**config.mk**
```make
export PLATFORM = sky130hd
export DESIGN_NAME = piso_serializer
export DESIGN_NICKNAME = d
export VERILOG_FILES = /design/src/rtl/piso_serializer.sv
export SDC_FILE = /design/constraint.sdc
export NUM_CORES = 1
export LEC_CHECK = 0
export BUFFER_PORTS_ARGS = -buffer_cell sky130_fd_sc_hd__buf_2
export CAP_MARGIN = 15
export CORE_ASPECT_RATIO = 0.7
export CORE_MARGIN = 2
export CORE_UTILIZATION = 26
export CTS_CLUSTER_DIAMETER = 30
export DETAILED_ROUTE_END_ITERATION = 6
export GPL_TIMING_DRIVEN = 1
export PLACE_DENSITY = 0.48
export RECOVER_POWER = 25
export SLEW_MARGIN = 20
export SYNTH_ARGS = -nofsm -noshare
export SYNTH_HDL_FRONTEND = slang
export SYNTH_SLANG_ARGS = --single-unit
```
**constraint.sdc**
```tcl
create_clock -name clk -period 2.1 [get_ports clk]
set_input_delay 0.42 -clock clk [delete_from_list [all_inputs] [get_ports clk]]
set_output_delay 0.42 -clock clk [all_outputs]
set_load 0.01 [all_outputs]
```
**src/rtl/piso_serializer.sv**
```systemverilog
// Parallel-in serial-out word serializer with a 2-entry input FIFO.
// Each entry keeps its own bit order; words stream back-to-back when queued.
module piso_serializer #(
    parameter int WIDTH = 8
) (
    input  logic             clk,
    input  logic             rst,
    input  logic [WIDTH-1:0] din,
    input  logic             din_valid,
    output logic             din_ready,
    input  logic             lsb_first,
    output logic             outp,
    output logic             outp_valid,
    output logic             sof,
    output logic             busy
);

    localparam int CW = $clog2(WIDTH);

    typedef enum logic {
        IDLE,
        SHIFT
    } state_t;

    state_t state, state_nx;

    // each entry is {lsb_first, word}
    logic [WIDTH:0]   mem [2];
    logic             wr_ptr;
    logic             rd_ptr;
    logic [1:0]       count;

    logic [WIDTH-1:0] sreg;
    logic             order;
    logic [CW-1:0]    cnt;

    logic             push;
    logic             pop;
    logic             last;

    assign din_ready = rst && (count != 2'd2);
    assign push      = din_valid && din_ready;
    assign last      = (cnt == CW'(WIDTH - 1));
    assign busy      = (state == SHIFT) || (count != 2'd0);

    always_comb begin
        state_nx   = state;
        pop        = 1'b0;
        outp       = 1'b0;
        outp_valid = 1'b0;
        sof        = 1'b0;
        unique case (state)
            IDLE: begin
                if (count != 2'd0) begin
                    pop      = 1'b1;
                    state_nx = SHIFT;
                end
            end
            SHIFT: begin
                outp_valid = 1'b1;
                outp       = order ? sreg[0] : sreg[WIDTH-1];
                sof        = (cnt == '0);
                if (last) begin
                    if (count != 2'd0) begin
                        pop = 1'b1;
                    end else begin
                        state_nx = IDLE;
                    end
                end
            end
        endcase
    end

    always_ff @(posedge clk or negedge rst) begin
        if (!rst) begin
            state  <= IDLE;
            wr_ptr <= 1'b0;
            rd_ptr <= 1'b0;
            count  <= 2'd0;
            sreg   <= '0;
            order  <= 1'b0;
            cnt    <= '0;
            for (int i = 0; i < 2; i++) begin
                mem[i] <= '0;
            end
        end else begin
            state <= state_nx;
            if (push) begin
                mem[wr_ptr] <= {lsb_first, din};
                wr_ptr      <= ~wr_ptr;
            end
            if (pop) begin
                rd_ptr <= ~rd_ptr;
            end
            case ({push, pop})
                2'b10:   count <= count + 2'd1;
                2'b01:   count <= count - 2'd1;
                default: count <= count;
            endcase
            // the outgoing bit always sits at the end the order points to
            if (pop) begin
                {order, sreg} <= mem[rd_ptr];
                cnt           <= '0;
            end else if (state == SHIFT) begin
                sreg <= order ? (sreg >> 1) : (sreg << 1);
                cnt  <= last ? '0 : cnt + CW'(1);
            end
        end
    end

endmodule
```
; After elaboration in Yosys (flattened, before gate mapping)
; Cells that the tools add are included.
; Widths: inputs -> output; s select.
[classes]
add_sub_neg = 3
order_cmp = 3
muxes = 22
n_bitwise = 5
n_eq_ne = 4
reduce_logical = 8
[op_table]
columns = op, count
row1 = $mux 9, 4
row2 = $mux 8, 3
row3 = $bwmux 18, 1
row4 = $demux 9 s1, 1
row5 = $mux 3, 3
row6 = $mux 1, 7
row7 = $reduce_bool 2->1, 3
row8 = $ge 2x2->1 const B, 2
row9 = $not 1->2, 2
row10 = $pmux 1 s2, 2
row11 = $pmux 2 s2, 1
row12 = $add 3x1->3 const B, 1
row13 = $eq 3x3->1 const B, 1
row14 = $logic_and 1x1->1, 3
row15 = $logic_not 3->1, 1
row16 = $not 1->1, 3
row17 = $add 2x1->2 const B, 1
row18 = $eq 2x1->1 const B, 1
row19 = $eq 2x2->1 const B, 1
row20 = $lt 2x1->1 const B, 1
row21 = $ne 2x2->1 const B, 1
row22 = $sub 2x1->2 const B, 1
row23 = $logic_or 1x1->1, 1
[word_totals]
ff_bits = 35

; Longest topological paths before layout
[logic_depth]
word_depth = 6
ltp_mapped = 9

; Worst setup path after synthesis
; Ideal clock, no wire load.
[synth_path]
kind = register -> register
from = register cnt[0]
to = register count[1]
setup_ns = 0.079
path_slack_ns = 0.375
path_stages_with_launch = 9
required_ns = 2.021
arrival_time_ns = 1.646
path_buffers = 1
cell_sequence = dfrtp_1 ha_1 ha_1 nor2b_1 clkbuf_2 nor2_2 ha_1 nor2_1 xor2_1
[synth_between]
elab_chain_cells = 5
word_cells_on_any_way = 7
[synth_lines]
columns = item, line
row1 = "start, declared", 35  ; logic [CW-1:0] cnt;
row2 = "start signal, assigned", 106  ; cnt <= last ? '0 : cnt + CW'(1);
row3 = $eq 3x3->1 *, 43  ; assign last = (cnt == CW'(WIDTH - 1));
row4 = $mux 1 *, 63  ; if (last) begin
row5 = $pmux 1 s2 *, 52  ; unique case (state)
row6 = net pop, 38  ; logic pop;
row7 = $eq 2x1->1 or $eq 2x2->1 (tied branches), 95  ; case ({push, pop})
row8 = $pmux 2 s2 or $reduce_bool 2->1 (tied branches), --
row9 = "end signal, assigned", 96  ; 2'b10: count <= count + 2'd1;
row10 = "end signal, assigned", 97  ; 2'b01: count <= count - 2'd1;
row11 = "end signal, assigned", 98  ; default: count <= count;
row12 = "end, declared", 31  ; logic [1:0] count;
; The timed path passes the listed nets; every way through them passes the cells marked *.
; A chain may end at the register's enable or synchronous reset.

; Worst setup path after layout
[layout_path]
from = input port rst
to = output port din_ready
[layout_between]
elab_chain_cells = 1
[layout_lines]
columns = item, line
row1 = "start, declared", 7  ; input logic rst,
row2 = $logic_and 1x1->1, 41  ; assign din_ready = rst && (count != 2'd2);
row3 = "end, declared", 10  ; output logic din_ready,
; Every way passes these cells.

==> metrics.cfg <==
[placement]
numPortBuffers = 16
dp_hpwl_um = 2834
post_dp_cell_area_mm2 = 0.001919
gp_congestion = 0.7889

[die]
core_area_mm2 = 0.006306
start_util = 0.2720
rows = 24
ioPinCount = 17
die-area_mm2 = 0.007274
die_h_um = 71.96
die_x_um = 101.1

[timing]
hold_violations = 0
worst_pin_slew_ns = 0.8414
min_period_over_period = 0.8843
finalSetupTns_ns = 0
fin_crit_ns = 1.857
maxClockFrequency_mhz = 538.5
clock_skew_ns = 0.006662
slew_headroom = 0.4391
slew_viol_final = 0
rsz0062_at_grt = false
setup-violations-final = 0

[global_routing]
globalRouteTotalUtil = 0.1171
grt_pass1_wl_um = 6417
grt_pass1_vias = 1227
antenna_found_initial = 0
grt-ovfl-total = 0
grt_max_degree = 20

[pwr]
cell_internal_pwr_w = 0.001985
p_total_w = 0.003071
power_frac_comb = 0.390
p_sw_frac = 0.3537
p_switching_w = 0.001086
vdd_drop_max_v = 0.0004092
leakage_nw = 0.8532
seqPwrFrac = 0.420
power_density_mw_per_mm2 = 1515
pwr-share-clk = 0.190

[logic_synthesis]
ys_ff_latch = 35
synth-edff-count = 0
ys_seq_area_frac = 0.5106
syn_nets = 159
synth_area_per_cell_um2 = 12.00
synth_area_leaders = dfrtp_1 (51%), mux2_2 (13%), nor2b_1 (5.5%)
synth.top_cell.area_share = 0.5106
yosys_warnings = 0
synth_xor_xnor_area_share = 0.02553
synth_compound_area_frac = 0.1174
synth_area_leader_cell = dfrtp_1
synth_area_mm2 = 0.001715
synthAdderAreaFrac = 0.02918
syn_inst = 143
synthSimpleGateAreaFrac = 0.1503
ys_types = 32
synthArstFlopShare = 1.000
synth_top_family_by_area = simple AND/OR/NAND/NOR gates
yosys_most_used_dff = dfrtp_1
synthMuxAreaShare = 0.1430

[clocking]
cts_buffer_depth = 2
cts_buffers = 5
h-tree-depth = 2
clockRootBuffer = clkbuf_8
clock_latency_ns = 0.28
cts_sinks = 35
cts_tree = yes
clk_pin_slew_worst_paths_ns = 0.07

[detailed_routing]
vias = 1190
firstDrtPassIters = 4
drt_iter0_markers = 74
viasPerCell = 4.837
post_drt_wl_per_cell_um = 15.33
ant_nets = 0
wirelength_um = 3770
drc = 0

[final_layout]
fillCellCount = 637
layout_common_cells = dfrtp_1 (35), mux2_2 (20), buf_2 (16)
register_area_um2 = 875.8
final_nets = 184
diodes = 0
drive_above_1_share = 0.3214
final_cell_area_mm2 = 0.002027
multi_input_area_um2 = 799.5
syn_to_final_growth_pct = 18.16
final_common_cell = dfrtp_1

[worst_setup_path]
path_cells = dlygate4sd3_1, buf_2, and2_1, buf_2
worstSetupStartpoint = rst
worst_r2r_path_depth = 7
regToRegEndpoint = sreg[6]
critical_path_class = in2out
cpMostUsedCell = buf_2
critPathSlowestCell = dlygate4sd3_1
crit_arrival_ns = 1.44
path_max_fanout = 7
cp_num_cells = 4
worst_setup_path_start_kind = input port
cp_num_buf_inv = 3
critical_path.endpoint = din_ready
r2r_slack_ns = 0.27
end_kind = primary output
path_delay_family = buffers and inverters
critical_path_required_ns = 1.68
max_stage_delay_ns = 0.52
regToRegStartpoint = cnt[0]

[run_status]
outcome = completed

[min_path]
hold_path_class = in2reg

[flow_run]
drv_cap = 0

## synth_stat cells, types with 3 or more instances
library cell and instances:
a2111oi_0 6, a221oi_1 7, clkbuf_1 3, dfrtp_1 35, ha_1 4, inv_1 4
mux2_2 20, nand2_1 9, nor2_1 5, nor2b_1 15, o31ai_1 6, xnor2_1 3
## final cells by class
type | count | area share
Timing Repair Buffer | 24 | 0.06728
Clock buffer | 6 | 0.03580
Clock inverter | 1 | 0.01481
Sequential cell | 35 | 0.4321
Multi-Input combinational cell | 98 | 0.3944
Tap cell | 78 | 0.04815
Inverter | 4 | 0.007407
## cells by family (layout without fill, tap and decap cells)
group | after synthesis | in the layout
buf+inv | 10 | 35
compound gates | 26 | 26
simple gates | 41 | 41
mux | 22 | 22
fa+ha+maj | 4 | 4
xor+xnor | 5 | 5
flops | 35 | 35
## state kept, by name, summed over array words and instances, names as in the netlist
register / flops
cnt: 3
order: 1
count: 2
mem: 18
sreg: 8
wr_ptr: 1
rd_ptr: 1
state: 1
## power by group through the flow
stage               Combinational, W  Sequential, W  Clock, W
floorplan                   0.000939        0.00120         0
global placement             0.00119        0.00130         0
detailed placement           0.00120        0.00130         0
CTS                          0.00121        0.00129  0.000598
global route                 0.00134        0.00134  0.000630
finish                       0.00120        0.00129  0.000584
## metal layers
metal  share of wire  track usage  vias up  wire length (um)
met1            0.55       0.1824      592              2082
met2            0.39       0.1560       24              1482
met4          0.0050      0.03153        0                19
li1                -            -      572                 -
met3           0.049      0.03468        2               185
met5               0            0        -                 0
## through the flow
stage               utilization  hold WS [ns]  cells  worst slack [ns]
floorplan                     -        0.1244    143            0.3750
global placement         0.3044        0.2695    238            0.3299
detailed placement       0.3044        0.2726    238            0.1316
CTS                      0.3222        0.3740    246            0.1116
global route             0.3214        0.3663    246           0.08093
finish                   0.3214        0.3788    246            0.2430
## timing repair
| item | 4_1_cts | 5_1_grt |
|---|---|---|
| gates resized for setup | 0 | 1 |
| setup endpoints to repair | 0 | 1 |
| hold buffers | 1 | 0 |
| setup buffers | 0 | 0 |
| hold endpoints to repair | 1 | 0 |
## worst min-delay path by stage
stage          startpoint  slack [ns]  endpoint  cells past startpoint
6_report           din[1]        0.38   mem[10]                      2
2_1_floorplan         rst        0.12    cnt[0]                      0
3_5_place_dp          rst        0.27    wr_ptr                      1
5_1_grt            din[1]        0.37   mem[10]                      2
3_3_place_gp          rst        0.27    wr_ptr                      1
4_1_cts            din[1]        0.37   mem[10]                      2
Note: power is estimated with default switching activity, not from simulation.
